## src/rtl/shift_register.sv

```systemverilog
// Parameterised word register with parallel load, synchronous clear and
// 1-bit left/right shift; operand/accumulator stage of the mul/div datapath.
module shift_register #(
    parameter int unsigned width = 32
) (
    input  logic             clk,
    input  logic             rst_n,
    input  logic             clear,
    input  logic             sample_en,
    input  logic             shiftLeft,
    input  logic             shiftRight,
    input  logic             newBit,
    input  logic [width-1:0] parallelIn,
    output logic [width-1:0] parallelOut
);

    localparam int unsigned W = width;

    if (W < 2) begin : g_bad_width
        $error("shift_register: width must be >= 2");
    end

    logic [W-1:0] reg_q;
    logic [W-1:0] reg_d;

    // One action per edge: clear > load > left shift > right shift > hold.
    always_comb begin
        reg_d = reg_q;
        if (clear) begin
            reg_d = '0;
        end else if (sample_en) begin
            reg_d = parallelIn;
        end else if (shiftLeft) begin
            reg_d = {reg_q[W-2:0], newBit};
        end else if (shiftRight) begin
            reg_d = {newBit, reg_q[W-1:1]};
        end
    end

    always_ff @(posedge clk or negedge rst_n) begin
        if (!rst_n) begin
            reg_q <= '0;
        end else begin
            reg_q <= reg_d;
        end
    end

    assign parallelOut = reg_q;

endmodule

```

## config.mk

```make
export PLATFORM = sky130hd
export DESIGN_NAME = shift_register
export DESIGN_NICKNAME = d
export VERILOG_FILES = /design/src/rtl/shift_register.sv
export SDC_FILE = /design/constraint.sdc
export NUM_CORES = 1
export LEC_CHECK = 0
export ABC_AREA = 1
export CAP_MARGIN = 5
export CORE_MARGIN = 4
export CORE_UTILIZATION = 46
export DETAILED_ROUTE_END_ITERATION = 7
export MAX_ROUTING_LAYER = met4
export PLACE_DENSITY = 0.81
export RECOVER_POWER = 25
export SLEW_MARGIN = 20
export SYNTH_ARGS = -nofsm -noshare
export SYNTH_HDL_FRONTEND = slang
export SYNTH_SLANG_ARGS = --single-unit
```

## constraint.sdc

```tcl
create_clock -name clk -period 1.1 [get_ports clk]
set_clock_uncertainty 0.15 [all_clocks]
set_input_delay 0.22 -clock clk [delete_from_list [all_inputs] [get_ports clk]]
set_output_delay 0.22 -clock clk [all_outputs]
set_load 0.03 [all_outputs]
```

==> results of run 1 <==
-- power by group through the flow --
stage                     clock network, uW  logic (uW)  registers, uW
after floorplan                           0         420           1510
after global placement                    0         980           1360
after detailed placement                  0         995           1360
after CTS                               883        1210           1330
after global routing                    940        1510           1360
final                                   876        1410           1350
-- final timing paths --
check	endpoint	slack, ns	depth (start not counted)
max in group asynchronous	parallelOut[0]$_DFFE_PN0P_	0.17	2
worst min register to register	parallelOut[27]$_DFFE_PN0P_	0.43	2
worst min-delay path	parallelOut[28]$_DFFE_PN0P_	0.28	2
worst max-delay path	parallelOut[14]	-0.15	1
min in group clk	parallelOut[14]$_DFFE_PN0P_	0.31	5
worst max register to register	parallelOut[25]$_DFFE_PN0P_	-0.09	7
-- through the flow --
stage / utilization, % / setup TNS [ns]
after floorplan: - / 0
after global placement: 64.0 / -16.25
after detailed placement: 64.0 / -16.83
after CTS: 74.4 / -3.63
after global routing: 81.3 / -6.94
final: 81.3 / -4.72
-- placed cells by master, fill, tap and decap left out, drive strengths merged --
cell type / Yosys / routed
nand2: 192 / 192
buf: 21 / 80
nand3: 64 / 64
inv: 35 / 35
clkdlybuf4s50: 0 / 33
dfrtp: 32 / 32
clkbuf: 2 / 10
dlygate4sd2: 0 / 2
nor2: 2 / 2
a21oi: 1 / 1
clkinv: 0 / 1
dlygate4sd3: 0 / 1
-- layout make-up --
type | count | area [sq um]
Clock inverter | 1 | 5.00
Tap cell | 52 | 65.1
Fill cell | 268 | 833
Clock buffer | 6 | 72.6
Multi-Input combinational cell | 259 | 1240
Inverter | 35 | 169
Sequential cell | 32 | 801
Timing Repair Buffer | 120 | 1260
-- kinds of logic (layout without fill, tap and decap cells) --
group / count (synthesis) / after routing / share of synthesized area, %
and+or+nand+nor: 258 / 258 / 49.2
AOI/OAI and AO/OA: 1 / 1 / 0.756
DFF: 32 / 32 / 37.2
buffers and inverters: 58 / 162 / 12.9
-- per-layer routing --
layer	vias to the layer above	share of wire [%]	track usage (%)
met5	-	0	-
met4	0	2.0	7.07
met3	28	6.6	4.73
met2	147	52	42.5
met1	1309	39	28.1
li1	1275	-	-
-- what timing repair did --
item	in CTS	in global routing
pin swaps	7	43
endpoints found under the setup margin	64	64
gates resized for setup	72	83
cloned	1	1
hold buffers	0	0
buffers inserted	28	5
==> impl_metrics.py, run 1 <==
metrics = {
    "sta": {
        "setup_ws_ns": -0.149,
        "max_freq_ghz": 0.801,
        "rsz0062_at_grt": "true",
        "whs_ns": 0.283,
        "final_max_slew_viol_count": 0,
        "finalCriticalPeriod_ns": 1.25,
        "hold_viol_final": 0,
        "worst_slew_pin_slew_ns": 0.470,
        "max-slew-margin-rel_pct": 68.7,
        "period_share_pct": 114,
        "setup_violations": 59,
    },
    "drt": {
        "drc_errors": 0,
        "wl_per_cell_um": 15.5,
        "routed_wl_um": 7820,
        "vias": 2759,
        "drt-pass1-iter-count": 5,
        "postRouteAntennaNets": 0,
        "vias_per_cell": 5.46,
        "drt_iter0_drc": 206,
    },
    "worst_setup_path": {
        "critPathSlowestCell": "dfrtp_1",
        "slowest_delay_ns": 0.43,
        "start_kind": "register",
        "crit_buf_inv": 1,
        "worst_setup_path_end_kind": "output pin",
        "startpoint": "parallelOut[14]$_DFFE_PN0P_",
        "required_ns": 0.73,
        "path_class": "reg -> out",
        "rr_startpoint": "parallelOut[24]$_DFFE_PN0P_",
        "arrival_ns": 0.88,
        "cp_max_fo": 2,
        "cp_cell_sequence": "buf_6",
        "cp_top_family": "flip-flops",
    },
    "pwr": {
        "p_sw_uw": 1290,
        "total_power_uw": 3630,
        "clkPwrFrac_pct": 24.1,
        "vdd_drop_max_uv": 656,
        "p_int_uw": 2340,
        "comb_power_share_pct": 38.7,
        "swShare_pct": 35.5,
        "cellPowerDensity_nw_per_um2": 1010,
        "leakage_uw": 0.00198,
        "seqPwrFrac_pct": 37.2,
    },
    "floorplan": {
        "die_h_um": 76.4,
        "core_sq_um": 4440,
        "fp-row-count": 24,
        "dieArea_sq_um": 5840,
        "io_pins": 71,
        "die_x_um": 76.4,
        "initial_utilization_pct": 48.5,
    },
    "place": {
        "place_inst": 463,
        "globalplace.congestion": 0.820,
        "dp_slack_ns": -0.548,
        "hpwl_um": 4310,
        "dpl_cell_area_sq_um": 2850,
        "numPortBuffers": 70,
    },
    "cts": {
        "cts_tree": "done",
        "clock_sinks": 32,
        "clk_pin_slew_ns": 0.07,
        "htree_levels": 2,
        "cts_buffers": 5,
        "clockBufferDepth": 2,
        "clock_tree.root_cell": "clkbuf_8",
        "clk-insertion-delay-late_ns": 0.29,
    },
    "finish": {
        "largest_reg_flops": 32,
        "n_antenna_cell": 0,
        "nNetsFinal": 492,
        "syn_to_final_growth_pct": 67.7,
        "design_area_sq_um": 3610,
        "instances_no_fill": 505,
        "layout-drive-gt1-share_pct": 36.6,
    },
    "global_route": {
        "grt_use_total_pct": 24.3,
        "gr-total-overflow": 0,
        "grt_max_degree": 33,
        "grt_pass1_vias": 2524,
        "antenna_found_initial": 0,
        "grt_pass1_wl_um": 11400,
    },
    "logic_synthesis": {
        "ys_ff_latch": 32,
        "synth_ff_type": "dfrtp_1",
        "synth_async_sr_flop_share_pct": 100,
        "syn-num-nets": 388,
        "syn_area_per_cell_sq_um": 6.17,
        "synth.most_common_cell": "nand2_1",
        "synth_top_area_share_pct": 37.2,
        "synth_commonest_cells": "nand2_1 (192), nand3_1 (64), inv_1 (33), dfrtp_1 (32), buf_2 (13)",
        "synth_cells": 349,
        "yosysWarnings": 0,
        "synth_area_leaders": "dfrtp_1 (37%), nand2_1 (33%), nand3_1 (15%), inv_1 (5.8%), buf_2 (3.0%)",
        "synth_area_sq_um": 2150,
        "yosysSeqAreaShare_pct": 37.2,
        "synth_top_area_cell": "dfrtp_1",
        "synth.distinct_cells": 13,
        "synth-edff-count": 0,
    },
    "run_status": {
        "status": "finished with violations",
        "violations": "setup timing",
    },
    "run": {
        "max_cap_viol_count": 0,
    },
    "worst_hold_path": {
        "hold_path_class": "in -> async",
    },
}
No activity file was read; power rests on OpenSTA's default activity.
==> run 2: changes to the inputs <==
Settings changed: CAP_MARGIN 5 to default.
==> results of run 2 <==
Same layout as run 1: the final DEF is identical, and so are final timing and power.
